===== src/rtl/stream_pkg.sv =====
// Shared definitions for the stream width-conversion stages: reset level,
// pack FSM states and parameter-derived widths.
package stream_pkg;

    localparam logic RESET_ACTIVE = 1'b1;

    typedef enum logic {
        FILL = 1'b0,
        FULL = 1'b1
    } pack_state_t;

    // A single-lane counter still needs one bit so the port never collapses.
    function automatic int cnt_width(input int ratio);
        return (ratio > 1) ? $clog2(ratio) : 1;
    endfunction

    function automatic int word_width(input int t_width, input int ratio);
        return t_width * ratio;
    endfunction

endpackage


===== src/rtl/stream_pack_lane_wr.sv =====
// Lane-enable decoder for stream_pack: turns the lane counter into a one-hot
// write strobe, gated by the beat-accept condition.
module stream_pack_lane_wr
    import stream_pkg::*;
#(
    parameter int RATIO = 4,
    parameter int CW    = cnt_width(RATIO)
) (
    input  logic [CW-1:0]    cnt,
    input  logic             en,
    output logic [RATIO-1:0] lane_en
);

    always_comb begin
        lane_en = '0;
        for (int k = 0; k < RATIO; k++) begin
            if (en && (cnt == CW'(k))) begin
                lane_en[k] = 1'b1;
            end
        end
    end

endmodule


===== src/rtl/stream_pack.sv =====
// Width-upsizing stream stage: packs RATIO narrow beats into one wide word,
// closing early on s_port_last and reporting written lanes on m_port_keep.
module stream_pack
    import stream_pkg::*;
#(
    parameter int T_WIDTH = 8,
    parameter int RATIO   = 4
) (
    input  logic                       clk,
    input  logic                       reset,
    input  logic [T_WIDTH-1:0]         s_port_data,
    input  logic                       s_port_valid,
    input  logic                       s_port_last,
    output logic                       s_port_ready,
    output logic [T_WIDTH*RATIO-1:0]   m_port_data,
    output logic [RATIO-1:0]           m_port_keep,
    output logic                       m_port_last,
    output logic                       m_port_valid,
    input  logic                       m_port_ready
);

    localparam int CW = cnt_width(RATIO);
    localparam int WW = word_width(T_WIDTH, RATIO);

    pack_state_t      state_q, state_n;
    logic [CW-1:0]    cnt_q, cnt_n;
    logic [WW-1:0]    data_q, data_n;
    logic [RATIO-1:0] keep_q, keep_n;
    logic             last_q, last_n;
    logic             accept;
    logic             close;
    logic [RATIO-1:0] lane_en;

    // Ready depends only on registered state and downstream ready, never on s_port_valid.
    assign s_port_ready = (state_q == FILL) || m_port_ready;
    assign accept       = s_port_valid && s_port_ready;
    assign close        = (cnt_q == CW'(RATIO - 1)) || s_port_last;

    assign m_port_valid = (state_q == FULL);
    assign m_port_data  = data_q;
    assign m_port_keep  = keep_q;
    assign m_port_last  = last_q;

    stream_pack_lane_wr #(
        .RATIO (RATIO),
        .CW    (CW)
    ) u_lane_wr (
        .cnt     (cnt_q),
        .en      (accept),
        .lane_en (lane_en)
    );

    always_ff @(posedge clk) begin
        if (reset == RESET_ACTIVE) begin
            state_q <= FILL;
            cnt_q   <= '0;
            data_q  <= '0;
            keep_q  <= '0;
            last_q  <= 1'b0;
        end else begin
            state_q <= state_n;
            cnt_q   <= cnt_n;
            data_q  <= data_n;
            keep_q  <= keep_n;
            last_q  <= last_n;
        end
    end

    // An accept implies FILL or a same-cycle drain, so a beat at cnt 0 always opens a fresh word.
    always_comb begin
        state_n = state_q;
        cnt_n   = cnt_q;
        data_n  = data_q;
        keep_n  = keep_q;
        last_n  = last_q;
        if (accept) begin
            if (cnt_q == '0) begin
                data_n = '0;
                keep_n = '0;
            end
            for (int k = 0; k < RATIO; k++) begin
                if (lane_en[k]) begin
                    data_n[k*T_WIDTH +: T_WIDTH] = s_port_data;
                    keep_n[k]                    = 1'b1;
                end
            end
            if (close) begin
                state_n = FULL;
                last_n  = s_port_last;
                cnt_n   = '0;
            end else begin
                state_n = FILL;
                last_n  = 1'b0;
                cnt_n   = cnt_q + CW'(1);
            end
        end else if ((state_q == FULL) && m_port_ready) begin
            state_n = FILL;
            keep_n  = '0;
            last_n  = 1'b0;
        end
    end

endmodule


===== config.mk =====
export PLATFORM = sky130hd
export DESIGN_NAME = stream_pack
export DESIGN_NICKNAME = d
export VERILOG_FILES = /design/src/rtl/stream_pkg.sv /design/src/rtl/stream_pack_lane_wr.sv /design/src/rtl/stream_pack.sv
export SDC_FILE = /design/constraint.sdc
export NUM_CORES = 1
export LEC_CHECK = 0
export ABC_AREA = 1
export BUFFER_PORTS_ARGS = -buffer_cell sky130_fd_sc_hd__buf_2
export CAP_MARGIN = 20
export CORE_MARGIN = 1
export CORE_UTILIZATION = 25
export CTS_BUF_LIST = sky130_fd_sc_hd__clkbuf_4 sky130_fd_sc_hd__clkbuf_8
export CTS_CLUSTER_SIZE = 28
export DETAILED_ROUTE_END_ITERATION = 6
export GPL_TIMING_DRIVEN = 1
export SLEW_MARGIN = 10
export SYNTH_ARGS = -nofsm -noshare
export SYNTH_HDL_FRONTEND = slang
export SYNTH_SLANG_ARGS = --single-unit

===== constraint.sdc =====
create_clock -name clk -period 1.4 [get_ports clk]
set_input_delay 0.42 -clock clk [delete_from_list [all_inputs] [get_ports clk]]
set_output_delay 0.42 -clock clk [all_outputs]
set_load 0.1 [all_outputs]

Word level (Yosys, flattened, before mapping). Cells that the tools add are included.

Bits in registers: 40. Input port bits: 13. Output and inout bits: 39. Word-level logic and storage cells: 64.

Add/sub/neg operators: 1. Equal/unequal tests: 7. Muxes and demuxes: 22. Bitwise logic cells: 1. Reductions and logical operators: 22.

Operators by type and width (count): 32-bit 2-to-1 mux (1); 8-bit 2-to-1 mux (4); 2-bit AND reduction (8); 1-bit 2-to-1 mux (13); 4-bit 2-to-1 mux (3); 3-bit inequality test (second input constant) (4); 2-bit nonzero test (5); 1-bit logical AND (6); 2-bit == test (second input constant) (2); 2-bit by 1-bit adder with 2-bit output (second input constant) (1); 2-bit by 1-bit == test with 1-bit output (second input constant) (1); 2-bit zero test (1); 1-bit logical OR (2); 2-bit 2-to-1 mux (1); 1-bit inverter (1).

Depth between registers and ports, before layout.
Word-level depth: 7. Mapped depth: 8. Mapped depth without buffers: 7.

Cells and area by module. From an unflattened synthesis, not the netlist that was laid out.

Cell total of the unflattened synthesis: 218. Area total of the unflattened synthesis: 1720.4 um2.

By module, submodules not included: stream_pack (times used 1, cells each 210, area each 1690.4 um2, sequential area each 800.8 um2); stream_pack_lane_wr (times used 1, cells each 8, area each 30.0 um2, sequential area each 0.0 um2).

Least setup slack after synthesis. Ideal clock, no wire load.

Kind: flip-flop to flip-flop. From: register state_q, in the netlist m_port_valid. To: register data_q[3], in the netlist m_port_data[3]. Library setup time: 0.069 ns. Data arrival time: 2.056 ns. Required time: 1.331 ns. Slack: -0.725 ns. Cell stages (with the launch flop): 6. Buffers on the path: 1. Period minus slack after synthesis: 2.125 ns. Path through: dfxtp_1 nand2_4 nand3_4 buf_6 nand2_1 a21oi_2.

Longest elaborated chain between the ends: 7. Elaborated cells between the ends (all ways): 8. Classes of those cells: mux: 2; bitwise: 1; reduce/logical: 5.

RTL lines: from (decl) (RTL line stream_pack.sv:25) `pack_state_t state_q, state_n;`; from (signal assigned) (RTL line stream_pack.sv:61) `state_q <= state_n;`; 1-bit inverter (*) (RTL line stream_pack.sv:35) `assign s_port_ready = (state_q == FILL) || m_port_ready;`; 1-bit logical OR (*) (RTL line stream_pack.sv:35); named net s_port_ready (RTL line stream_pack.sv:14) `output logic s_port_ready,`; 1-bit logical AND (*) (RTL line stream_pack.sv:36) `assign accept = s_port_valid && s_port_ready;`; 1-bit logical AND (RTL line stream_pack_lane_wr.sv:17) `if (en && (cnt == CW'(k))) begin`; 1-bit 2-to-1 mux (RTL line stream_pack_lane_wr.sv:17); 2-bit nonzero test (no line); 2-bit AND reduction (no line); to (signal assigned) (RTL line stream_pack.sv:63) `data_q <= data_n;`; to (decl) (RTL line stream_pack.sv:27) `logic [WW-1:0] data_q, data_n;`.

The timed path passes the listed nets; every way through them passes the cells marked *. A chain may end at the register's enable or synchronous reset.

Worst setup path in the final report.
From: register state_q, in the netlist m_port_valid. To: output s_port_ready.

Longest elaborated chain between the ends: 2.

RTL lines (RTL line): 1-bit inverter (stream_pack.sv:35); 1-bit logical OR (stream_pack.sv:35); to (decl) (stream_pack.sv:14).

Every way passes these cells.

==> reports/metrics.yaml <==
timing:
  hold_viol_final: 0
  fin_ws_ps: 53.7
  max_freq_ghz: 0.743
  skew_ps: 8.94
  grt_setup_unrepaired: "no"
  maxSlewViolCount: 0
  fin_crit_sh_pct: 96.2
  finalSetupViolCount: 0
  max-slew-margin-rel_pct: 81.4
  tightestPinTransition_ps: 279
  period_minus_slack_ps: 1350
  tns_ps: 0
layout:
  area_growth_pct: 67.2
  multi_input_area_um2: 751
  final_common_cell: "nand2_1"
  seq_area_um2: 807
  fin_util_pct: 43.1
  layout_common_cells: "nand2_1 (64), buf_12 (40), dfxtp_1 (37)"
  final_cells: 336
  drive_gt1_share_pct: 35.1
  finalNetCount: 275
  insertedDiodeCount: 0
  fill_cells: 612
drt:
  drt-vias-per-instance: 4.48
  final_antenna_net_count: 0
  drc: 0
  dr.max_layer_used: "met4"
  m1WireLength_um: 1930
  vias: 1504
  route.met2.wl_um: 2030
  firstDrtPassIters: 4
  wl_per_cell_um: 12.6
  totalWireLength_um: 4230
  dr_wl_met3_um: 211
  first_iter_violations: 75
power_and_ir_drop:
  clkPwrFrac_pct: 36.1
  swShare_pct: 29.5
  p_sw_w: 0.000810
  p_int_w: 0.00194
  combPwrFrac_pct: 20.1
  p_seq_share_pct: 43.8
  powerDensity_mw_per_mm2: 1000
  power.total_w: 0.00275
  max-vdd-ir-drop_mv: 0.412
  leakage_nw: 1.01
grt:
  grt_max_degree: 30
  antenna_found_initial: 0
  overflow: 0
  track_usage_pct: 12.8
  grt_pass1_vias: 1409
  grt_pass1_wl_um: 7030
synthesis:
  synth_seq_cells: 40
  synth_top_family_by_area: "simple AND/OR/NAND/NOR gates"
  synth.area.top_cells: "dfxtp_1 (49%), nand2_1 (15%), a21oi_1 (10%)"
  yosys_warnings: 0
  syn_inst: 199
  syn_area_per_cell_um2: 8.22
  synthSimpleGateAreaFrac_pct: 26.5
  yosys.area.top_type: "dfxtp_1"
  syn-cell-area_mm2: 0.00164
  synthAdderAreaFrac_pct: 3.06
  ys_types: 19
  netlist.area_leader.share_pct: 49.0
  synthMuxAreaShare_pct: 0
  synth_compound_area_share_pct: 15.5
  seq_area_frac_synth_pct: 49.0
  synthesis.nets: 216
  yosys.area_share.xor_xnor_pct: 0
worst_setup_path:
  reg2reg_from: "cnt_q[0]$_SDFFE_PP0P_"
  critPathArrivalTime_ps: 930
  reg2reg_slack_ps: 130
  rr_worst_depth: 8
  r2r_end: "m_port_data[20]$_SDFFE_PP0P_"
  crit_start: "m_port_valid$_SDFFE_PP0P_"
  critPathLaunchType: "flop"
  critPathKind: "flop to output port"
  cp_max_fo: 4
  endpoint: "s_port_ready"
  cp-end-kind: "output port"
  crit_required_ps: 980
clock_tree:
  numCtsBuffers: 5
  clk_path_buf_depth: 2
  cts_tree: "yes"
  clk_pin_slew_ps: 70
  root_buffer: "clkbuf_8"
  clock-sinks: 40
  h-tree-depth: 2
  cts_hold_buf: 0
  clk_latency_ps: 300
status:
  status: "finished clean"
min_path:
  hp-class: "primary input to flop"
floorplan:
  io-pin-count: 52
  dieArea_mm2: 0.00687
  core_mm2: 0.00635
  rows: 29
  start_util_pct: 25.8
  fp.dieW_um: 82.9
  die_h_um: 82.9
job:
  maxCapViolations: 0
placed_design:
  dp_worst_setup_slack_ps: -41.5
  placedCellCount: 326
  hpwl_um: 3060
  io_buffers: 51
  routabilityCongestion: 0.722
[through the flow]
step	cell area (um2)	hold slack (ps)
after floorplan	1650	477
after global placement	2590	492
after detailed placement	2590	492
after CTS	2730	407
after global routing	2730	414
final	2730	411
[worst min path at each step]
stage / startpoint / endpoint / slack [ps] / depth (start not counted)
2_1_floorplan: cnt_q[1]$_SDFFE_PP0P_ / cnt_q[1]$_SDFFE_PP0P_ / 480 / 2
3_3_place_gp: m_port_data[11]$_SDFFE_PP0P_ / m_port_data[11]$_SDFFE_PP0P_ / 490 / 2
3_5_place_dp: m_port_data[8]$_SDFFE_PP0P_ / m_port_data[8]$_SDFFE_PP0P_ / 490 / 2
4_1_cts: s_port_last / m_port_last$_SDFFE_PP0P_ / 410 / 3
5_1_grt: s_port_data[7] / m_port_data[23]$_SDFFE_PP0P_ / 410 / 3
6_report: s_port_last / m_port_last$_SDFFE_PP0P_ / 410 / 3
[metal layers]
metal,up-vias,track usage [%]
met4,0,4.39
met2,36,20.0
met3,8,3.98
met5,-,0
li1,770,-
met1,690,16.6
[cells by family after synthesis]
family / count (synthesis)
adders and majority gates: 4
and+or+nand+nor: 92
AOI/OAI and AO/OA: 45
buffers and inverters: 18
DFF: 40
[cell type report]
class / count / share of cell area, %
Inverter: 10 / 1.37
Clock inverter: 2 / 1.42
Multi-Input combinational cell: 141 / 27.5
Sequential cell: 40 / 29.5
Timing Repair Buffer: 60 / 33.7
Clock buffer: 6 / 3.02
Tap cell: 77 / 3.52
[power by group through the flow]
stage	clock network, W	logic [W]	registers (W)
floorplan	0	0.000156	0.00141
global placement	0	0.000545	0.00123
detailed placement	0	0.000550	0.00123
CTS	0.00102	0.000554	0.00120
global route	0.00107	0.000580	0.00121
finish	0.000992	0.000552	0.00120
[flip-flops by register name, indices dropped and copies added, names as in the netlist]
register      cells
m_port_keep       4
cnt_q             2
m_port_last       1
m_port_valid      1
m_port_data      32
[synthesized netlist by cell type]
master / n
nor2_4: 2
nor2_1: 2
nand3_2: 1
a21oi_1: 34
o211ai_1: 1
inv_1: 8
dfxtp_1: 40
o21ai_0: 3
ha_1: 4
nand2_1: 64
inv_2: 2
nor3_1: 1
nand3_1: 18
buf_6: 4
nand3_4: 2
buf_1: 1
clkbuf_1: 3
a21oi_2: 7
nand2_4: 2
[critical path, stage by stage, from the launching register on]
cell and delay (ps):
dfxtp_4 410, nand2_8 60, buf_12 160
[timing repair]
action                                  in CTS  in global routing
gates resized for setup                      1                  5
buffers inserted                             2                  0
pin swaps                                    1                  0
endpoints found under the setup margin      17                 18
Note: power is estimated with default switching activity, not from simulation.
